### src/rtl/regfile_wb_sched.sv
// Register-file write-back scheduler: arbitrates ALU/memory write requests into a FIFO and drains one write per cycle.
// Optional forwarding from queued/in-flight writes is enabled by defining REGFILE_WB_FWD_EN.
module regfile_wb_sched #(
  parameter int DEPTH = 4,
  parameter int NREG  = 16,
  parameter int DW    = 16
) (
  input  logic            clk,
  input  logic            rst,
  input  logic            a_valid,
  input  logic [3:0]      a_addr,
  input  logic [DW-1:0]   a_data,
  output logic            a_ready,
  input  logic            b_valid,
  input  logic [3:0]      b_addr,
  input  logic [DW-1:0]   b_data,
  output logic            b_ready,
  input  logic            wr_stall,
  input  logic [3:0]      rd_addr1,
  input  logic [3:0]      rd_addr2,
  output logic [NREG-1:0] write_reg,
  output logic [DW-1:0]   wr_data,
  output logic [NREG-1:0] read_en1,
  output logic [NREG-1:0] read_en2,
  output logic [2:0]      q_count,
  output logic            q_full,
  output logic            q_empty,
  output logic            fwd_hit1,
  output logic            fwd_hit2,
  output logic [DW-1:0]   fwd_data1,
  output logic [DW-1:0]   fwd_data2
);

  localparam int PW = (DEPTH > 1) ? $clog2(DEPTH) : 1;
  localparam int CW = $clog2(DEPTH + 1);

  typedef enum logic {GNT_A = 1'b0, GNT_B = 1'b1} gnt_e;

  typedef struct packed {
    logic [3:0]    addr;
    logic [DW-1:0] data;
  } entry_t;

  function automatic logic [NREG-1:0] onehot(input logic [3:0] addr);
    onehot = {{(NREG-1){1'b0}}, 1'b1} << addr;
  endfunction

  entry_t          mem_q [DEPTH];
  logic [PW-1:0]   head_q, tail_q;
  logic [CW-1:0]   count_q, count_d;
  gnt_e            last_q;
  logic [NREG-1:0] write_reg_q;
  logic [DW-1:0]   wr_data_q;

  logic   grant_a, grant_b, accept, push, pop;
  entry_t in_entry;

  assign q_full  = (count_q == CW'(DEPTH));
  assign q_empty = (count_q == '0);
  assign q_count = 3'(count_q);

  // A tie goes to whichever source did not win the previous acceptance.
  assign grant_a = a_valid && (!b_valid || last_q == GNT_B);
  assign grant_b = b_valid && (!a_valid || last_q == GNT_A);
  assign a_ready = !q_full && grant_a;
  assign b_ready = !q_full && grant_b;
  assign accept  = a_ready || b_ready;

  assign in_entry = grant_a ? entry_t'{addr: a_addr, data: a_data}
                            : entry_t'{addr: b_addr, data: b_data};
  // Writes to R0 are acknowledged but never enter the queue.
  assign push = accept && (in_entry.addr != 4'd0);
  assign pop  = !q_empty && !wr_stall;

  always_comb begin
    // NOTE: default assignment first so every path drives count_d and no latch is inferred.
    count_d = count_q;
    unique case ({push, pop})
      2'b10:   count_d = count_q + CW'(1);
      2'b01:   count_d = count_q - CW'(1);
      default: count_d = count_q;
    endcase
  end

  // NOTE: state uses non-blocking assignments so all registers update together at the edge.
  always_ff @(posedge clk or negedge rst) begin
    if (!rst) begin
      head_q      <= '0;
      tail_q      <= '0;
      count_q     <= '0;
      last_q      <= GNT_B;
      write_reg_q <= '0;
      wr_data_q   <= '0;
    end else begin
      count_q <= count_d;
      if (accept) last_q <= grant_a ? GNT_A : GNT_B;
      if (push)   tail_q <= tail_q + PW'(1);
      if (pop) begin
        head_q      <= head_q + PW'(1);
        write_reg_q <= onehot(mem_q[head_q].addr);
        wr_data_q   <= mem_q[head_q].data;
      end else begin
        write_reg_q <= '0;
      end
    end
  end

  // NOTE: queue storage is not reset; entries are only meaningful below count_q.
  always_ff @(posedge clk) begin
    if (push) mem_q[tail_q] <= in_entry;
  end

  assign write_reg = write_reg_q;
  assign wr_data   = wr_data_q;
  assign read_en1  = onehot(rd_addr1);
  assign read_en2  = onehot(rd_addr2);

`ifdef REGFILE_WB_FWD_EN
  logic [PW-1:0] idx;

  // Scan output stage first, then queue oldest to youngest, so the youngest match wins.
  always_comb begin
    fwd_hit1  = 1'b0;
    fwd_hit2  = 1'b0;
    fwd_data1 = '0;
    fwd_data2 = '0;
    idx       = head_q;
    if (rd_addr1 != 4'd0 && write_reg_q[rd_addr1]) begin
      fwd_hit1  = 1'b1;
      fwd_data1 = wr_data_q;
    end
    if (rd_addr2 != 4'd0 && write_reg_q[rd_addr2]) begin
      fwd_hit2  = 1'b1;
      fwd_data2 = wr_data_q;
    end
    for (int i = 0; i < DEPTH; i++) begin
      idx = head_q + PW'(i);
      if (CW'(i) < count_q) begin
        if (rd_addr1 != 4'd0 && mem_q[idx].addr == rd_addr1) begin
          fwd_hit1  = 1'b1;
          fwd_data1 = mem_q[idx].data;
        end
        if (rd_addr2 != 4'd0 && mem_q[idx].addr == rd_addr2) begin
          fwd_hit2  = 1'b1;
          fwd_data2 = mem_q[idx].data;
        end
      end
    end
  end
`else
  assign fwd_hit1  = 1'b0;
  assign fwd_hit2  = 1'b0;
  assign fwd_data1 = '0;
  assign fwd_data2 = '0;
`endif

endmodule

### config.mk
export PLATFORM = sky130hd
export DESIGN_NAME = regfile_wb_sched
export DESIGN_NICKNAME = d
export VERILOG_FILES = /design/src/rtl/regfile_wb_sched.sv
export SDC_FILE = /design/constraint.sdc
export NUM_CORES = 1
export LEC_CHECK = 0
export CORE_MARGIN = 5
export CORE_UTILIZATION = 45
export DETAILED_ROUTE_END_ITERATION = 6
export PLACE_DENSITY = 0.77
export SETUP_SLACK_MARGIN = 0.05
export SYNTH_ARGS = -nofsm -noshare
export SYNTH_HDL_FRONTEND = slang
export SYNTH_SLANG_ARGS = --single-unit
### constraint.sdc
create_clock -name clk -period 2.6 [get_ports clk]
set_input_delay 0.39 -clock clk [delete_from_list [all_inputs] [get_ports clk]]
set_output_delay 0.39 -clock clk [all_outputs]
set_load 0.01 [all_outputs]
==> results of run 1 <==
## synthesized netlist by cell type
master / n
sky130_fd_sc_hd__or2_1: 1
sky130_fd_sc_hd__dfstp_2: 1
sky130_fd_sc_hd__nor3_2: 6
sky130_fd_sc_hd__mux2i_1: 1
sky130_fd_sc_hd__or3_1: 1
sky130_fd_sc_hd__a21oi_1: 3
sky130_fd_sc_hd__clkbuf_1: 2
sky130_fd_sc_hd__inv_2: 1
sky130_fd_sc_hd__ha_1: 5
sky130_fd_sc_hd__conb_1: 1
sky130_fd_sc_hd__mux4_2: 20
sky130_fd_sc_hd__nand3b_1: 1
sky130_fd_sc_hd__a31oi_1: 1
sky130_fd_sc_hd__buf_2: 4
sky130_fd_sc_hd__nand3_1: 1
sky130_fd_sc_hd__inv_1: 7
sky130_fd_sc_hd__and2_1: 5
sky130_fd_sc_hd__xnor2_1: 3
sky130_fd_sc_hd__mux2_2: 37
sky130_fd_sc_hd__nand2_1: 13
sky130_fd_sc_hd__nor2_1: 27
sky130_fd_sc_hd__nor3_1: 19
sky130_fd_sc_hd__or4_1: 1
sky130_fd_sc_hd__buf_4: 35
sky130_fd_sc_hd__nand2b_1: 9
sky130_fd_sc_hd__buf_6: 2
sky130_fd_sc_hd__nor4_1: 3
sky130_fd_sc_hd__a2111oi_4: 1
sky130_fd_sc_hd__xor2_1: 3
sky130_fd_sc_hd__edfxtp_1: 80
sky130_fd_sc_hd__fa_1: 1
sky130_fd_sc_hd__dfrtp_1: 39
## placed cells by master, fill, tap and decap left out, types with 6 or more instances in the layout
cell                                n
sky130_fd_sc_hd__nor3_1            19
sky130_fd_sc_hd__clkdlybuf4s50_1  122
sky130_fd_sc_hd__nand2_1           13
sky130_fd_sc_hd__dfrtp_1           39
sky130_fd_sc_hd__nand2b_1           9
sky130_fd_sc_hd__mux2_2            37
sky130_fd_sc_hd__mux4_2            20
sky130_fd_sc_hd__edfxtp_1          80
sky130_fd_sc_hd__buf_4             14
sky130_fd_sc_hd__conb_1            34
sky130_fd_sc_hd__nor3_2             6
sky130_fd_sc_hd__clkbuf_16         17
sky130_fd_sc_hd__inv_1              7
sky130_fd_sc_hd__nor2_1            26
## logic make-up after synthesis
kind of cell / Yosys count
xor gates and xnor gates: 6
DFF: 120
buffers and inverters: 51
other: 1
and+or+nand+nor: 87
AOI/OAI and AO/OA: 5
muxes: 58
adders and majority gates: 6
## per-stage QoR
step,TNS [ps],hold WS [ps],total power [mW]
after global routing,0,212,7.99
after global placement,-114,491,5.50
after detailed placement,-316,494,5.60
after floorplan,0,94.4,4.55
after CTS,0,173,7.64
final,0,140,7.55
## final timing paths
check,startpoint,endpoint,slack [ps]
worst max-delay path,b_addr[0],q_count[2],210
worst min-delay path,rst,wr_data[13],140
worst max register to register,last_q,q_count[1],410
worst min register to register,wr_data[3],wr_data[3],500
max in group asynchronous,rst,write_reg[5],1860
min in group clk,wr_data[3],wr_data[3],500
## power groups by stage
| stage | logic, mW | clock network, mW | registers (mW) |
|---|---|---|---|
| floorplan | 1.50 | 0 | 3.05 |
| global route | 2.81 | 2.13 | 3.06 |
| detailed placement | 2.58 | 0 | 3.02 |
| global placement | 2.52 | 0 | 2.98 |
| CTS | 2.62 | 2.02 | 3.00 |
| finish | 2.57 | 1.99 | 2.99 |
## worst reg2reg max path: cells and delay by family (launching register included)
family | cells | cell delay, ps
adders and majority gates | 2 | 650
muxes | 1 | 180
and+or+nand+nor | 1 | 150
AOI/OAI and AO/OA | 2 | 420
buffers and inverters | 2 | 160
DFF | 1 | 540
## area by class of cell
type	count	area [um2]	area share, %
sequential	120	3400	47.8
multi-input combinational	196	1640	23.0
timing repair buffer	138	1350	19.0
clock buffer	19	433	6.08
tap	143	179	2.51
clock inverter	13	83.8	1.18
inverter	8	30.0	0.422
## per-layer routing
metal | wire, um | vias up
met5 | 0 | -
met4 | 169 | 0
met2 | 5730 | 151
li1 | - | 1459
met3 | 911 | 16
met1 | 4130 | 1558
==> qor.log, run 1 <==
[timing] final number of hold-violating endpoints 0
[clock_network] H-Tree Depth 4
[synthesis] largest cells by area after synthesis sky130_fd_sc_hd__edfxtp_1 (46%), sky130_fd_sc_hd__dfrtp_1 (19%), sky130_fd_sc_hd__mux4_2 (8.6%), sky130_fd_sc_hd__mux2_2 (7.9%), sky130_fd_sc_hd__buf_4 (5.0%)
[layout] finished layout cell area 7120 um2
[setup_path] critical path buffer and inverter count 3
[clock_network] number of CTS-inserted buffers 17
[synthesis] cell area after synthesis 5260 um2
[global_routing] remaining global-route overflow 0
[setup_path] kind of cell adding the most delay to the critical path simple AND/OR/NAND/NOR gates
[setup_path] critical-path maximum fanout 2
[timing] Final Setup Violations 0
[global_routing] grt peak-use layer met2
[detailed_routing] count of vias placed by the detailed router 3184
[clock_network] clk root buf sky130_fd_sc_hd__clkbuf_16
[synthesis] mean instance size in the synthesized netlist 15.7 um2
[timing] period utilisation layout 92.1%
[layout] Cell Count, Final, Fillers Out 637
[synthesis] Cell variety after synth 32
[min_path] path type of the worst min-delay path in -> async
[floorplanning] Die Footprint 13900 um2
[detailed_routing] violation count after the first detailed-routing iteration 172
[layout] area added between synthesis and finish 35.4%
[synthesis] gate count of the mapped netlist 334
[clock_network] clock tree from TritonCTS built
[clock_network] CTS Hold Bufs 0
[place] IO buf count 123
[power_and_ir_drop] static leakage 2.67 nW
[timing] worst clock skew 8.90 ps
[floorplanning] number of placement rows 39
[floorplanning] horizontal die dimension 118 um
[synthesis] arithmetic-cell share of the synthesized area counting full adders, half adders and majority gates 1.57%
[detailed_routing] number of search-and-repair iterations in the first detailed-routing pass 4
[global_routing] antenna violations before repair 0
[setup_path] kind of start point of the critical path input port
[timing] number of max-slew violations in the final report 0
[timing] Slew headroom 35.6%
[floorplanning] starting utilization of the core area 46.0%
[synthesis] sequential-to-total area share from yosys stat 64.8%
[power_and_ir_drop] P per Cell Area 1060 nW/um2
[job] count of maximum capacitance violations 0
[clock_network] CTS max path bufs 2
[detailed_routing] aggregate routed wire length 10900 um
[place] routability congestion estimate from global placement 0.828
[setup_path] reg2reg path depth 8
[setup_path] element type at the critical path end flip-flop
[synthesis] Synth Area in Compound Gates 0.928%
[global_routing] first-pass GRT wire length 18200 um
[floorplanning] Chip Height 118 um
[place] HPWL reported at the end of detailed placement 7760 um
[detailed_routing] wire length per cell 17.2 um
[timing] top achievable clock speed 0.418 GHz
[floorplanning] CORE AREA 11400 um2
[power_and_ir_drop] maximum resistive drop on vdd 0.685 mV
[clock_network] CTS Sinks 120
[synthesis] area share of the leading cell type in the synthesized netlist 45.7%
[synthesis] simple-gate share of the synthesized area 8.45%
[place] Cell Count Post-Placement 605
[layout] final cell utilization of the core 62.3%
[global_routing] vias in the first global route 3444
[detailed_routing] Detail Route Antenna Nets 0
[setup_path] list of cells traversed by the critical path clkdlybuf4s50_1 > or4_1 > a21oi_1 > a2111oi_4 > inv_1 > ha_1 > inv_1 > fa_1 > xor2_1 > nor2_1 > xor2_1
[global_routing] met1 routing resource usage after global routing 19.3%
[synthesis] fraction of synthesized cell area in xor and xnor cells 1.00%
[setup_path] Worst Path Arrival 2720 ps
[setup_path] path length in cells of the critical path 11
[clock_network] Resize count post-CTS 0
[global_routing] Global Route met3 Usage 5.86%
[timing] crit path setup slack, layout 205 ps
[setup_path] type of the worst setup path in -> reg
[detailed_routing] count of unresolved DRC violations after routing 0
[place] Placed Instance Area 6600 um2
[layout] number of inserted filler cells in the final layout 837
[place] Setup Slack @ Placement -217 ps
[power_and_ir_drop] share of power burned in the clock network 26.4%
[synthesis] main combinational cell family by area after synthesis multiplexers
[setup_path] highest cell delay on the worst timing path 530 ps
[layout] antenna diode count 0
[layout] NumNets Final 540
[synthesis] post-synthesis register bit count 120
[power_and_ir_drop] Internal 5.25 mW
[clock_network] buffers inserted by post-CTS timing repair 0
[setup_path] Max stage delay cell, worst path sky130_fd_sc_hd__or4_1
[timing] Final min period 2390 ps
[synthesis] YS warnings 0
[layout] flip-flop count of the largest register, all copies and words added 80
[clock_network] post-CTS clock slew at the launch and capture registers of the worst setup and hold paths 50 ps
[global_routing] total global routing track utilization 16.7%
[detailed_routing] routed via count divided by cell count 5.00
[floorplanning] I/O pin cnt 158
[global_routing] met2 Usage GRT 28.6%
[power_and_ir_drop] switching power total 2.30 mW
[synthesis] mux cell area share after synthesis 16.7%
[clock_network] clock latency reported for the late side of the worst-skew pair 410 ps
[global_routing] largest net degree at the start of global routing 41
[power_and_ir_drop] Sequential Power Share 39.6%
[timing] slew at the pin closest to its max-slew limit 966 ps
[setup_path] required time at the worst-slack endpoint 2930 ps
[power_and_ir_drop] sw frac 30.4%
[layout] fraction of final layout cells with drive strength greater than 1 22.5%
[synthesis] largest area contributor in the synthesized netlist sky130_fd_sc_hd__edfxtp_1
[timing] RSZ-0062 raised after global routing false
[power_and_ir_drop] power share of the combinational group 34.0%
[run_status] run status finished, final reports clean
Power figures use the tool's default switching activity.
==> inputs of run 2 (changes only) <==
--- a/config.mk
+++ b/config.mk
@@ -5,6 +5,7 @@
 export SDC_FILE = /design/constraint.sdc
 export NUM_CORES = 1
 export LEC_CHECK = 0
+export ABC_CLOCK_PERIOD_IN_PS = 2600
 export CORE_MARGIN = 5
 export CORE_UTILIZATION = 45
 export DETAILED_ROUTE_END_ITERATION = 6
==> results of run 2 <==
Same layout as run 1: the final DEF is identical, and so are final timing and power.
==> inputs of run 3 (changes only) <==
--- a/config.mk
+++ b/config.mk
@@ -6,9 +6,11 @@
 export NUM_CORES = 1
 export LEC_CHECK = 0
 export ABC_CLOCK_PERIOD_IN_PS = 2600
+export CAP_MARGIN = 30
 export CORE_MARGIN = 5
 export CORE_UTILIZATION = 45
 export DETAILED_ROUTE_END_ITERATION = 6
+export GPL_TIMING_DRIVEN = 0
 export PLACE_DENSITY = 0.77
 export SETUP_SLACK_MARGIN = 0.05
 export SYNTH_ARGS = -nofsm -noshare
==> run 3 against run 2 <==
Net effect:
- die area unchanged
- setup slack worse by 94 ps
- core utilization grew 3.7 points
- critical path depth is the same
- maximum frequency is 3.8% lower
- sequential power hardly changed
- worst hold slack gained 180 ps
- design area up 6.0%
- clock skew increased by 4.4 ps
- total power up 8.3%
- via count increased by 3.7%
- critical path type unchanged
- largest cell class unchanged
- highest routed layer unchanged
==> qor.log, run 3 (same netlist as run 1, synthesis figures left out) <==
[power_and_ir_drop] P per Cell Area 1080 nW/um2 [was 1060 nW/um2]
[clock_network] clock latency reported for the late side of the worst-skew pair 410 ps [about the same]
[floorplanning] I/O pin cnt 158 [unchanged]
[detailed_routing] number of search-and-repair iterations in the first detailed-routing pass 6 [was 4]
[timing] RSZ-0062 raised after global routing true [was false]
[detailed_routing] count of vias placed by the detailed router 3302 [was 3184]
[setup_path] highest cell delay on the worst timing path 540 ps [was 530 ps]
[place] HPWL reported at the end of detailed placement 8090 um [was 7760 um]
[setup_path] required time at the worst-slack endpoint 2920 ps [was 2930 ps]
[place] routability congestion estimate from global placement 0.836 [was 0.828]
[layout] area added between synthesis and finish 43.5% [was 35.4%]
[layout] commonest non-fill, non-tap cells in the layout sky130_fd_sc_hd__clkdlybuf4s50_1 (122), sky130_fd_sc_hd__edfxtp_1 (80), sky130_fd_sc_hd__dfrtp_1 (39) [unchanged]
[timing] Slew headroom 56.5% [was 35.6%]
[timing] Final Setup Violations 0 [unchanged]
[layout] fraction of final layout cells with drive strength greater than 1 27.5% [was 22.5%]
[min_path] path type of the worst min-delay path in -> async [unchanged]
[layout] NumNets Final 574 [was 540]
[global_routing] antenna violations before repair 0 [unchanged]
[clock_network] number of CTS-inserted buffers 17 [unchanged]
[detailed_routing] Detail Route Antenna Nets 0 [unchanged]
[detailed_routing] count of unresolved DRC violations after routing 0 [unchanged]
[clock_network] H-Tree Depth 4 [unchanged]
[timing] worst clock skew 13.3 ps [was 8.90 ps]
[floorplanning] starting utilization of the core area 46.0% [unchanged]
[global_routing] first-pass GRT wire length 18500 um [was 18200 um]
[job] count of maximum capacitance violations 0 [unchanged]
[timing] final number of hold-violating endpoints 0 [unchanged]
[setup_path] Worst Path Arrival 2800 ps [was 2720 ps]
[floorplanning] Die Footprint 13900 um2 [unchanged]
[floorplanning] number of placement rows 39 [unchanged]
[layout] antenna diode count 0 [unchanged]
[global_routing] vias in the first global route 3517 [was 3444]
[layout] flip-flop count of the largest register, all copies and words added 80 [unchanged]
[layout] most common library cell in the layout ignoring fill and taps sky130_fd_sc_hd__clkdlybuf4s50_1 [unchanged]
[timing] Final min period 2490 ps [was 2390 ps]
[setup_path] Max stage delay cell, worst path sky130_fd_sc_hd__or4_1 [unchanged]
[setup_path] element type at the critical path end flip-flop [unchanged]
[place] IO buf count 123 [unchanged]
[detailed_routing] violation count after the first detailed-routing iteration 120 [was 172]
[floorplanning] horizontal die dimension 118 um [unchanged]
[global_routing] total global routing track utilization 17.1% [was 16.7%]
[power_and_ir_drop] maximum resistive drop on vdd 0.697 mV [was 0.685 mV]
[timing] slew at the pin closest to its max-slew limit 652 ps [was 966 ps]
[setup_path] list of cells traversed by the critical path clkdlybuf4s50_1 > or4_1 > a21oi_1 > a2111oi_4 > inv_1 > ha_1 > inv_1 > fa_1 > xor2_1 > nor2_1 > xor2_1 [unchanged]
[clock_network] CTS Sinks 120 [unchanged]
[setup_path] kind of start point of the critical path input port [unchanged]
[clock_network] clk root buf sky130_fd_sc_hd__clkbuf_16 [unchanged]
[detailed_routing] wire length per cell 17.1 um [was 17.2 um]
[clock_network] post-CTS clock slew at the launch and capture registers of the worst setup and hold paths 60 ps [was 50 ps]
[clock_network] clock tree from TritonCTS built [unchanged]
[floorplanning] Chip Height 118 um [unchanged]
[global_routing] largest net degree at the start of global routing 39 [was 41]
[timing] number of max-slew violations in the final report 0 [unchanged]
[run_status] run status finished, final reports clean [unchanged]
[floorplanning] CORE AREA 11400 um2 [unchanged]
[setup_path] type of the worst setup path in -> reg [unchanged]
[detailed_routing] aggregate routed wire length 11500 um [was 10900 um]
[global_routing] remaining global-route overflow 0 [unchanged]
[power_and_ir_drop] Overall Power 8.17 mW [was 7.55 mW]
[timing] period utilisation layout 95.7% [was 92.1%]
[timing] post-route setup TNS 0 ps [unchanged]
[power_and_ir_drop] static leakage 2.92 nW [was 2.67 nW]
[setup_path] critical-path maximum fanout 7 [was 2]
[detailed_routing] routed via count divided by cell count 4.92 [was 5.00]
[timing] top achievable clock speed 0.402 GHz [was 0.418 GHz]
[clock_network] CTS max path bufs 2 [unchanged]
==> run 3: routing by layer <==
layer | vias up | global-route usage, % | routed length, um
li1 | 1528 | - | -
met1 | 1591 | 18.9 | 4170
met2 | 173 | 29.8 | 5900
met3 | 10 | 6.87 | 1220
met4 | 0 | 5.73 | 156
met5 | - | 0 | 0
==> run 3: report_power, final <==
group	switching [mW]	internal, mW	total [mW]
combinational	1.28	1.36	2.64
sequential	0.245	2.74	2.99
clock	0.836	1.71	2.54
==> run 3: timing repair <==
action,CTS,global route
setup buffers,0,0
gates resized for setup,2,1
hold endpoints to repair,2,0
hold buffers,1,0
endpoints found under the setup margin,1,2
pin swaps,0,0
==> run 3: critical path, delay by kind of cell <==
family / cells / cell delay, ps
AND/OR/NAND/NOR: 2 / 650
adder cells (fa/ha/maj): 2 / 550
buffers and inverters: 3 / 580
AO/OA/AOI/OAI: 2 / 330
XOR/XNOR: 2 / 310
==> run 3: stage by stage <==
stage	utilization [%]	hold WS, ps	setup WS [ps]	cell area (um2)	std cells
finish	66.0	321	111	7540	671
global route	66.0	323	42.1	7540	671
CTS	66.0	308	86.6	7540	671
detailed placement	60.2	203	-316	6880	638
global placement	59.5	493	-427	6790	633
floorplan	-	94.4	280	5380	367
==> run 3: cell type report <==
class,instances,area [um2]
plain buffers,43,317
clock buffers,18,429
clock inverters,14,220
fillers,762,3880
inverters,8,30.0
multi-input cells,196,1630
flip-flops and latches,120,3400
well taps,143,179
repair buffers,129,1330
==> run 3: path summary, 6_finish.rpt <==
| path | startpoint | end | slack, ps | depth (start not counted) |
|---|---|---|---|---|
| setup / recovery | b_addr[0] | q_count[2] | 110 | 11 |
| setup reg to reg | q_count[0] | q_count[2] | 220 | 9 |
| min in group clk | wr_data[5] | wr_data[5] | 500 | 1 |
| hold / removal | rst | q_count[0] | 320 | 2 |
| hold reg to reg | wr_data[5] | wr_data[5] | 500 | 1 |
| max in group asynchronous | rst | last_q | 1810 | 3 |
